## config.mk

```make
export PLATFORM = sky130hd
export DESIGN_NAME = cl_gen
export DESIGN_NICKNAME = d
export VERILOG_FILES = /design/src/rtl/cl_pkg.sv /design/src/rtl/cl_pattern.sv /design/src/rtl/cl_gen.sv
export SDC_FILE = /design/constraint.sdc
export NUM_CORES = 1
export LEC_CHECK = 0
export CORE_MARGIN = 5
export CORE_UTILIZATION = 57
export DETAILED_ROUTE_END_ITERATION = 7
export PLACE_DENSITY_LB_ADDON = 0.15
export SETUP_SLACK_MARGIN = 0.3
export SYNTH_ARGS = -nofsm -noshare
export SYNTH_HDL_FRONTEND = slang
export SYNTH_SLANG_ARGS = --single-unit
```

## constraint.sdc

```tcl
create_clock -name cl_x_pclk -period 8.3 [get_ports cl_x_pclk]
set_input_delay 1.245 -clock cl_x_pclk [delete_from_list [all_inputs] [get_ports cl_x_pclk]]
set_output_delay 1.245 -clock cl_x_pclk [all_outputs]
set_load 0.02 [all_outputs]
```

## src/rtl/cl_pkg.sv

```systemverilog
// Shared types, tap geometry and the ramp pattern for the Camera Link frame generator.
package cl_pkg;
  typedef enum logic [2:0] {IDLE, SETUP, ACTIVE, HBLANK, HOLD, VBLANK} cl_state_e;

  localparam int CL_TAPS  = 10;
  localparam int CL_TAP_W = 8;

  // Bits needed to hold 0..n-1, never narrower than one bit.
  function automatic int cl_w(input int n);
    return (n <= 1) ? 1 : $clog2(n);
  endfunction

  function automatic int cl_max(input int a, input int b);
    return (a > b) ? a : b;
  endfunction

  function automatic logic [CL_TAP_W-1:0] pixel(input logic [7:0] frame, input logic [7:0] line,
                                                input logic [7:0] col, input int k);
    logic [7:0] k8;
    k8 = 8'(k);
    return frame + line + col * 8'd10 + k8;
  endfunction
endpackage

```

## src/rtl/cl_pattern.sv

```systemverilog
// Registered 10-tap ramp generator; inputs are the counters for the cycle being loaded.
module cl_pattern
  import cl_pkg::*;
#(
  parameter int COL_W  = 1,
  parameter int LINE_W = 1
) (
  input  logic                              clk_i,
  input  logic                              rst_i,
  input  logic                              active_i,
  input  logic [COL_W-1:0]                  col_i,
  input  logic [LINE_W-1:0]                 line_i,
  input  logic [7:0]                        frame_i,
  output logic [CL_TAPS-1:0][CL_TAP_W-1:0]  taps_o
);
  logic [7:0] col8, line8;
  assign col8  = 8'(col_i);
  assign line8 = 8'(line_i);

  for (genvar k = 0; k < CL_TAPS; k++) begin : g_tap
    logic [CL_TAP_W-1:0] tap_q;
    always_ff @(posedge clk_i or posedge rst_i) begin
      if (rst_i) tap_q <= '0;
      else       tap_q <= active_i ? pixel(frame_i, line8, col8, k) : '0;
    end
    assign taps_o[k] = tap_q;
  end
endmodule

```

## src/rtl/cl_gen.sv

```systemverilog
// Camera Link 10-tap frame generator: FSM, line/column/frame counters, registered outputs.
module cl_gen
  import cl_pkg::*;
#(
  parameter int H_ACTIVE   = 128,
  parameter int H_BLANK    = 16,
  parameter int V_ACTIVE   = 1024,
  parameter int V_BLANK    = 64,
  parameter int FVAL_SETUP = 4,
  parameter int FVAL_HOLD  = 4
) (
  input  logic       cl_x_pclk,
  input  logic       reset,
  input  logic       enable,
  output logic       cl_fval,
  output logic       cl_x_lval,
  output logic       cl_y_lval,
  output logic       cl_z_lval,
  output logic [7:0] cl_port_a,
  output logic [7:0] cl_port_b,
  output logic [7:0] cl_port_c,
  output logic [7:0] cl_port_d,
  output logic [7:0] cl_port_e,
  output logic [7:0] cl_port_f,
  output logic [7:0] cl_port_g,
  output logic [7:0] cl_port_h,
  output logic [7:0] cl_port_i,
  output logic [7:0] cl_port_j,
  output logic       frame_done,
  output logic [7:0] led8
);
  localparam int COL_W  = cl_w(H_ACTIVE);
  localparam int LINE_W = cl_w(V_ACTIVE);
  localparam int TMR_W  = cl_w(cl_max(cl_max(FVAL_SETUP, H_BLANK), cl_max(FVAL_HOLD, V_BLANK)));

  cl_state_e         state_q, state_d;
  logic [COL_W-1:0]  col_q, col_d;
  logic [LINE_W-1:0] line_q, line_d;
  logic [TMR_W-1:0]  tmr_q, tmr_d;
  logic [7:0]        frame_q, frame_d;
  logic              fval_q, lval_q, done_q, done_d;
  logic [CL_TAPS-1:0][CL_TAP_W-1:0] taps;

  // tmr_q counts clocks inside the fixed-length non-active states.
  always_comb begin
    state_d = state_q;
    col_d   = col_q;
    line_d  = line_q;
    frame_d = frame_q;
    done_d  = 1'b0;
    tmr_d   = tmr_q + TMR_W'(1);
    case (state_q)
      IDLE: begin
        tmr_d = '0;
        if (enable) state_d = SETUP;
      end
      SETUP:
        if (tmr_q == TMR_W'(FVAL_SETUP - 1)) begin
          state_d = ACTIVE;
          tmr_d   = '0;
        end
      ACTIVE: begin
        tmr_d = '0;
        col_d = col_q + COL_W'(1);
        if (col_q == COL_W'(H_ACTIVE - 1)) begin
          col_d = '0;
          if (line_q == LINE_W'(V_ACTIVE - 1)) begin
            state_d = HOLD;
            line_d  = '0;
          end else begin
            state_d = HBLANK;
            line_d  = line_q + LINE_W'(1);
          end
        end
      end
      HBLANK:
        if (tmr_q == TMR_W'(H_BLANK - 1)) begin
          state_d = ACTIVE;
          tmr_d   = '0;
        end
      HOLD:
        if (tmr_q == TMR_W'(FVAL_HOLD - 1)) begin
          state_d = VBLANK;
          tmr_d   = '0;
          frame_d = frame_q + 8'd1;
          done_d  = 1'b1;
        end
      VBLANK:
        if (tmr_q == TMR_W'(V_BLANK - 1)) begin
          state_d = enable ? SETUP : IDLE;
          tmr_d   = '0;
        end
      default: begin
        state_d = IDLE;
        tmr_d   = '0;
      end
    endcase
  end

  // Outputs are loaded from the next state so they line up with the registered state.
  always_ff @(posedge cl_x_pclk or posedge reset) begin
    if (reset) begin
      state_q <= IDLE;
      col_q   <= '0;
      line_q  <= '0;
      tmr_q   <= '0;
      frame_q <= '0;
      fval_q  <= 1'b0;
      lval_q  <= 1'b0;
      done_q  <= 1'b0;
    end else begin
      state_q <= state_d;
      col_q   <= col_d;
      line_q  <= line_d;
      tmr_q   <= tmr_d;
      frame_q <= frame_d;
      fval_q  <= (state_d != IDLE) && (state_d != VBLANK);
      lval_q  <= (state_d == ACTIVE);
      done_q  <= done_d;
    end
  end

  cl_pattern #(.COL_W(COL_W), .LINE_W(LINE_W)) u_pat (
    .clk_i    (cl_x_pclk),
    .rst_i    (reset),
    .active_i (state_d == ACTIVE),
    .col_i    (col_d),
    .line_i   (line_d),
    .frame_i  (frame_d),
    .taps_o   (taps)
  );

  assign cl_fval    = fval_q;
  assign cl_x_lval  = lval_q;
  assign cl_y_lval  = lval_q;
  assign cl_z_lval  = lval_q;
  assign frame_done = done_q;
  assign led8       = frame_q;
  assign cl_port_a  = taps[0];
  assign cl_port_b  = taps[1];
  assign cl_port_c  = taps[2];
  assign cl_port_d  = taps[3];
  assign cl_port_e  = taps[4];
  assign cl_port_f  = taps[5];
  assign cl_port_g  = taps[6];
  assign cl_port_h  = taps[7];
  assign cl_port_i  = taps[8];
  assign cl_port_j  = taps[9];
endmodule
```

==> results of run 1 <==
## synth_stat cells (all sizes together) (5+ instances only)
| library cell | count |
|---|---|
| dfrtp | 101 |
| nor2 | 86 |
| xnor2 | 42 |
| inv | 36 |
| nand2 | 36 |
| ha | 32 |
| buf | 29 |
| xor2 | 26 |
| a21oi | 24 |
| nand3 | 20 |
| nor3 | 10 |
| clkbuf | 9 |
| o21ai | 9 |
| fa | 8 |
| or3 | 6 |
| a21o | 5 |
| nand2b | 5 |
| nor2b | 5 |
## worst max-delay path, cell delays in order (launching register included)
cell,delay [ns]
dfrtp_1,0.54
or3b_1,0.58
nor3_2,0.49
nor2_1,0.17
ha_1,0.31
ha_1,0.28
inv_1,0.05
fa_1,0.49
inv_1,0.04
ha_1,0.28
inv_1,0.07
xnor2_1,0.93
inv_1,0.35
ha_1,0.44
a31oi_1,0.26
a21oi_1,0.08
xor2_1,0.19
nor2_1,0.06
## layout make-up
class | instances | area (um^2) | area share
clock buffers | 10 | 137.6 | 0.02128
clock inverters | 6 | 76.32 | 0.01180
inverters | 36 | 137.6 | 0.02128
multi-input cells | 356 | 2469 | 0.3817
flip-flops and latches | 101 | 2527 | 0.3908
well taps | 111 | 138.9 | 0.02147
repair buffers | 99 | 980.9 | 0.1517
## sequential cells by signal (all words and copies together) (netlist names)
register and flops:
u_pat.g_tap.tap_q 64, frame_done 1, led8 8, cl_x_lval 1
cl_fval 1, tmr_q 6, state_q 3, col_q 7
line_q 10
## path summary, 6_finish.rpt
kind / from / end / slack (ns) / cells after the start
setup / recovery: state_q[0] / u_pat.g_tap[9].tap_q[7] / 2.55 / 17
setup reg to reg: state_q[0] / u_pat.g_tap[9].tap_q[7] / 2.55 / 17
hold reg to reg: tmr_q[0] / tmr_q[0] / 0.51 / 1
hold / removal: tmr_q[0] / tmr_q[0] / 0.51 / 1
min in group asynchronous: reset / cl_x_lval / 1.15 / 2
max in group asynchronous: reset / u_pat.g_tap[4].tap_q[5] / 5.86 / 3
## layer usage
metal  wire, um  up-vias  GRT usage  part of all wire
li1           -     1836          -                 -
met3        605       12    0.03974             0.054
met5          0        -          0                 0
met1       5187     1842     0.2944              0.47
met4        119        0    0.04658             0.011
met2       5226      110     0.3377              0.47
## through the flow
stage                     setup WS (ns)  hold WS [ns]  cells  area, um^2    util
after floorplan                   3.475        0.4520    531        5363       -
after global placement            2.854        0.4789    703        6254  0.6800
after detailed placement          2.684        0.4876    703        6254  0.6800
after CTS                         2.646        0.5065    719        6467  0.7033
after global routing              2.096        0.5491    719        6467  0.7033
final                             2.551        0.5087    719        6467  0.7033
## cell usage in the layout, fill, tap and decap left out, types with 3 or more instances in the layout
| cell | instances |
|---|---|
| inv_1 | 35 |
| nand3_1 | 20 |
| clkdlybuf4s50_1 | 95 |
| nor3_1 | 8 |
| nor3b_1 | 3 |
| buf_4 | 4 |
| clkbuf_8 | 10 |
| nor2_1 | 86 |
| nor2b_1 | 5 |
| a21o_1 | 5 |
| xnor2_1 | 41 |
| xor2_1 | 26 |
| and3_1 | 3 |
| a21oi_1 | 24 |
| nand2b_1 | 4 |
| ha_1 | 32 |
| o21ai_0 | 9 |
| or3_1 | 6 |
| nand4_1 | 3 |
| dfrtp_1 | 101 |
| fa_1 | 8 |
| mux2i_1 | 3 |
| o31a_1 | 3 |
| nand2_1 | 36 |
## kinds of logic (layout without fill, tap and decap cells)
family / count (synthesis) / count (layout) / share of synthesized area
fa+ha+maj: 40 / 40 / 0.1045
compound gates: 53 / 53 / 0.06090
buf+inv: 74 / 151 / 0.06883
simple gates: 189 / 189 / 0.1659
flops: 101 / 101 / 0.4713
xor+xnor: 70 / 70 / 0.1209
mux: 4 / 4 / 0.007700
==> results.md, run 1 <==
* Leading area contributor after synthesis: dfrtp_1
* Worst path required time at 8.53 ns
* Yosys reg bits at 101
* Vias in the first global route at 3825
* Largest net degree at the start of global routing at 85
* Fin. max-slew vios at 0
* Htree depth at 3
* I/O Buffers at 95
* Cell Area, Synth at 5363 um^2
* Post-route minimum period at 5.749 ns
* Area contributors post-synth: dfrtp_1, ha_1, xnor2_1, nor2_1, xor2_1
* Post-CTS Setup Inserts at 0
* Die Area at 11450 um^2
* Worst-Skew Late Latency at 0.36 ns
* Number of hold violations in the final report at 0
* Final global-route overflow total at 0
* Mean Syn Cell Area at 10.10 um^2
* Iteration-0 DRC Markers at 186
* Die Width at 107.0 um
* Pre-antenna DRT Iters at 5
* Starting Density at 0.5831
* Routability cong. at 0.8472
* CTS Buf Count at 9
* Worst Max-Slew Pin Slew at 1.285 ns
* Yosys warnings at 0
* Unrepaired setup endpoints after global routing: no
* CTS Buffer Depth at 2
* Clock transition at path regs at 0.10 ns
* Max Cap Viol at 0
* Crit end category: flop
* Syn-to-layout area delta at 20.60%
* CTS Hold Bufs at 0
* Final setup fails at 0
* I/O Pins at 96
* Worst Skew at 0.008570 ns
* Total Wirelength at 11.14 mm
* Fmax at 0.1740 GHz
* Status: finished clean
* Core area at 9196 um^2
* CP Max Fanout at 12
* Asr flop ratio synth at 1.000
* Total track usage at 0.2086
* Top FF cell, synth: dfrtp_1
* Final #Nets at 646
* Number of nets still failing antenna checks after routing at 0
* Number of flops mapped to enable cells by yosys at 0
* Placement Rows at 35
* Number of remaining DRC errors at 0
* Initial antenna violation count at 0
* Synthesized Nets at 574
* Post_cts resized at 0
* Layout cell share with drive strength beyond 1 at 0.04934
* Period utilization at 0.6926
* First-pass GRT wire length at 18.96 mm
* CTS tree: done
* Worst min path class: flop to flop
* Netlist cell types at 50
* Drt via density at 5.285
* HPWL Detailed at 8.289 mm
* Avg WL per Cell at 15.49 um
* Kind of critical path: flop to flop
* Post-Synthesis Cells at 531
* Startpoint types: flop
* Setup TNS at 0 ns
* Vias at 3800
* Top cell type's share of synthesized area at 0.4713
* Diode count at 0
* Clock sinks at 101
* Arr. time, crit path at 5.98 ns
* Register area share after synthesis at 0.4713
* CTS Root Buffer Type: clkbuf_8
* Die height at 107.0 um
* Rel. slew slack at 0.1375
* Layout fillers at 690
Power of run 1 is not shown: default switching activity piles up to over one toggle a cycle in this logic, so the estimate is an artifact.
==> inputs of run 2 (changes only) <==
--- a/config.mk
+++ b/config.mk
@@ -6,7 +6,7 @@
 export NUM_CORES = 1
 export LEC_CHECK = 0
 export CORE_MARGIN = 5
-export CORE_UTILIZATION = 57
+export CORE_UTILIZATION = 48
 export DETAILED_ROUTE_END_ITERATION = 7
 export PLACE_DENSITY_LB_ADDON = 0.15
 export SETUP_SLACK_MARGIN = 0.3
==> constraint.sdc (replaced) <==
create_clock -name cl_x_pclk -period 5.15 [get_ports cl_x_pclk]
set_input_delay 0.7725 -clock cl_x_pclk [delete_from_list [all_inputs] [get_ports cl_x_pclk]]
set_output_delay 0.7725 -clock cl_x_pclk [all_outputs]
set_load 0.02 [all_outputs]
==> run 2 against run 1 <==
Compared with the run above:
- largest cell class is now multi-input gates
- sequential share of layout area fell by 1.4 points
- maximum frequency grew 21%
- critical path type unchanged
- hold slack worse by 0.010 ns
==> results.md, run 2 (synthesis results as in run 1) <==
* CP delay by family, top: adder cells
* Worst path required time at 5.40 ns (-3.13 ns)
* CTS tree: done
* Placed cell area at 6342 um^2 (+1.4%)
* FF-to-FF End: u_pat.g_tap[7].tap_q[7]
* Crit-path max cell delay at 0.56 ns (-0.37 ns)
* Worst Skew at 0.01129 ns (+0.002718 ns)
* Arr. time, crit path at 5.00 ns (-0.98 ns)
* Total Wirelength at 12.12 mm (+8.8%)
* R2R depth at 18 (+1)
* Setup TNS at 0 ns (unchanged)
* Iteration-0 DRC Markers at 149 (-20%)
* Startpoint types: flop
* Vias at 3902 (+2.7%)
* Rel. slew slack at 0.5432 (+0.4057)
* Routability cong. at 0.8956 (+5.7%)
* Core area at 10890 um^2 (+18%)
* CTS Root Buffer Type: clkbuf_8
* Syn-to-layout area delta at 25.08%
* Worst r2r src: state_q[2]
* Number of hold violations in the final report at 0 (unchanged)
* Final setup fails at 0 (unchanged)
* Layout cell share with drive strength beyond 1 at 0.1047 (+0.05533)
* Clock transition at path regs at 0.09 ns (about the same)
* Hold Crit Depth at 1 (unchanged)
* Die Width at 115.7 um (+8.1%)
* Most frequent cells in the layout: dfrtp_1, clkdlybuf4s50_1, nor2_1
* Total track usage at 0.1849 (-0.02374)
* Avg WL per Cell at 15.93 um (+2.8%)
* Layout fillers at 933 (+35%)
* HPWL Detailed at 8.637 mm (+4.2%)
* Worst Max-Slew Pin Slew at 0.6851 ns (-0.5994 ns)
* CTS Buf Count at 9 (unchanged)
* Status: finished clean
* Commonest non-fill, non-tap cell in the layout: dfrtp_1
* Die height at 115.7 um (+8.1%)
* Diode count at 0 (unchanged)
* Initial antenna violation count at 0 (unchanged)
* Period utilization at 0.9235 (+0.2309)
* Max Cap Viol at 0 (unchanged)
* Die Area at 13390 um^2 (+17%)
* Final global-route overflow total at 0 (unchanged)
* Starting Density at 0.4925 (-0.09060)
* Final #Nets at 660 (+2.2%)
* Max FFs per register at 64 (unchanged)
* R2R Setup Slk at 0.39 ns (-2.16 ns)
* Fin. max-slew vios at 0 (unchanged)
* Crit-path slowest cell: fa_1
* Crit-path cells: or2b_1 > nor2_4 > nand4_1 > xor2_1 > nor2_2 > ha_1 > ha_1 > fa_2 > xor2_2 > fa_1 > ha_4 > a21o_1 > a31oi_1 > xnor3_1 > xnor3_2 > buf_4 > xor2_1 > nor2_1
* Post-route minimum period at 4.756 ns (-0.9927 ns)
* Hold_sp: tmr_q[0]
* Reg with most FFs: u_pat.g_tap.tap_q
* CTS Buffer Depth at 2 (unchanged)
* Fmax at 0.2103 GHz (+21%)
* Clock sinks at 101 (unchanged)
* Largest net degree at the start of global routing at 58 (-32%)
* Finished Cell Area at 6708 um^2 (+3.7%)
* Worst-Skew Late Latency at 0.37 ns (about the same)
* CP Max Fanout at 8 (-4)
* Kind of critical path: flop to flop
* Crit end category: flop
* Hold EP: tmr_q[0]
* First-pass GRT wire length at 19.33 mm (+2.0%)
* Pre-antenna DRT Iters at 4 (-1)
* Worst min path class: flop to flop
* Vias in the first global route at 3945 (+3.1%)
* I/O Buffers at 95 (unchanged)
* Placement Rows at 38 (+8.6%)
* Drt via density at 5.127 (-3.0%)
* Number of remaining DRC errors at 0 (unchanged)
* Number of nets still failing antenna checks after routing at 0 (unchanged)
* Unrepaired setup endpoints after global routing: yes
* I/O Pins at 96 (unchanged)
* Hold slack at 0.4983 ns (-0.01039 ns)
* Htree depth at 3 (unchanged)
* Buf/Inv on CP at 1 (-3)
[run 2: routing by layer]
layer	vias up	part of all wire	GRT usage
li1	1858	-	-
met1	1905	0.44	0.2522
met2	118	0.48	0.2998
met3	21	0.057	0.03290
met4	0	0.019	0.06497
met5	-	0	0
[run 2: what timing repair did]
| item | 4_1_cts | 5_1_grt |
|---|---|---|
| setup endpoints to repair | 14 | 20 |
| cloned | 0 | 1 |
| pin swaps | 1 | 5 |
| setup buffers | 0 | 6 |
| hold buffers | 0 | 0 |
| resized for setup | 10 | 19 |
[run 2: stage by stage]
| step | instances | util | setup slack [ns] |
|---|---|---|---|
| after floorplan | 531 | - | 0.3251 |
| after global placement | 739 | 0.5825 | 0.2560 |
| after detailed placement | 739 | 0.5825 | 0.1394 |
| after CTS | 754 | 0.6027 | 0.3134 |
| after global routing | 761 | 0.6161 | 0.1620 |
| final | 761 | 0.6161 | 0.3940 |
[run 2: how the worst max path moves through the flow]
stage,startpoint,end,slack [ns],cells past startpoint
floorplan,state_q[2],u_pat.g_tap[3].tap_q[7],0.33,19
finish,state_q[2],u_pat.g_tap[7].tap_q[7],0.39,18
detailed placement,state_q[2],u_pat.g_tap[4].tap_q[7],0.14,18
global route,state_q[2],u_pat.g_tap[4].tap_q[7],0.16,18
global placement,state_q[2],u_pat.g_tap[1].tap_q[7],0.26,18
CTS,state_q[2],u_pat.g_tap[4].tap_q[7],0.31,18
[run 2: cell type report]
type                            instances  area (um^2)  share of cell area
Clock inverter                          5        60.06            0.008954
Timing Repair Buffer                  113         1090              0.1625
Inverter                               36        137.6             0.02052
Sequential cell                       101         2530              0.3772
Tap cell                              140        175.2             0.02611
Multi-Input combinational cell        356         2587              0.3857
Clock buffer                           10        127.6             0.01903
[run 2: worst reg2reg max path: stages (launching register included)]
cell and delay (ns):
dfrtp_2 0.46, or2b_1 0.29, nor2_4 0.12, nand4_1 0.21, xor2_1 0.22, nor2_2 0.19, ha_1 0.26, ha_1 0.24
fa_2 0.38, xor2_2 0.17, fa_1 0.56, ha_4 0.25, a21o_1 0.19, a31oi_1 0.18, xnor3_1 0.25, xnor3_2 0.26
buf_4 0.19, xor2_1 0.16, nor2_1 0.06
Power of run 2 is left out for the same reason.
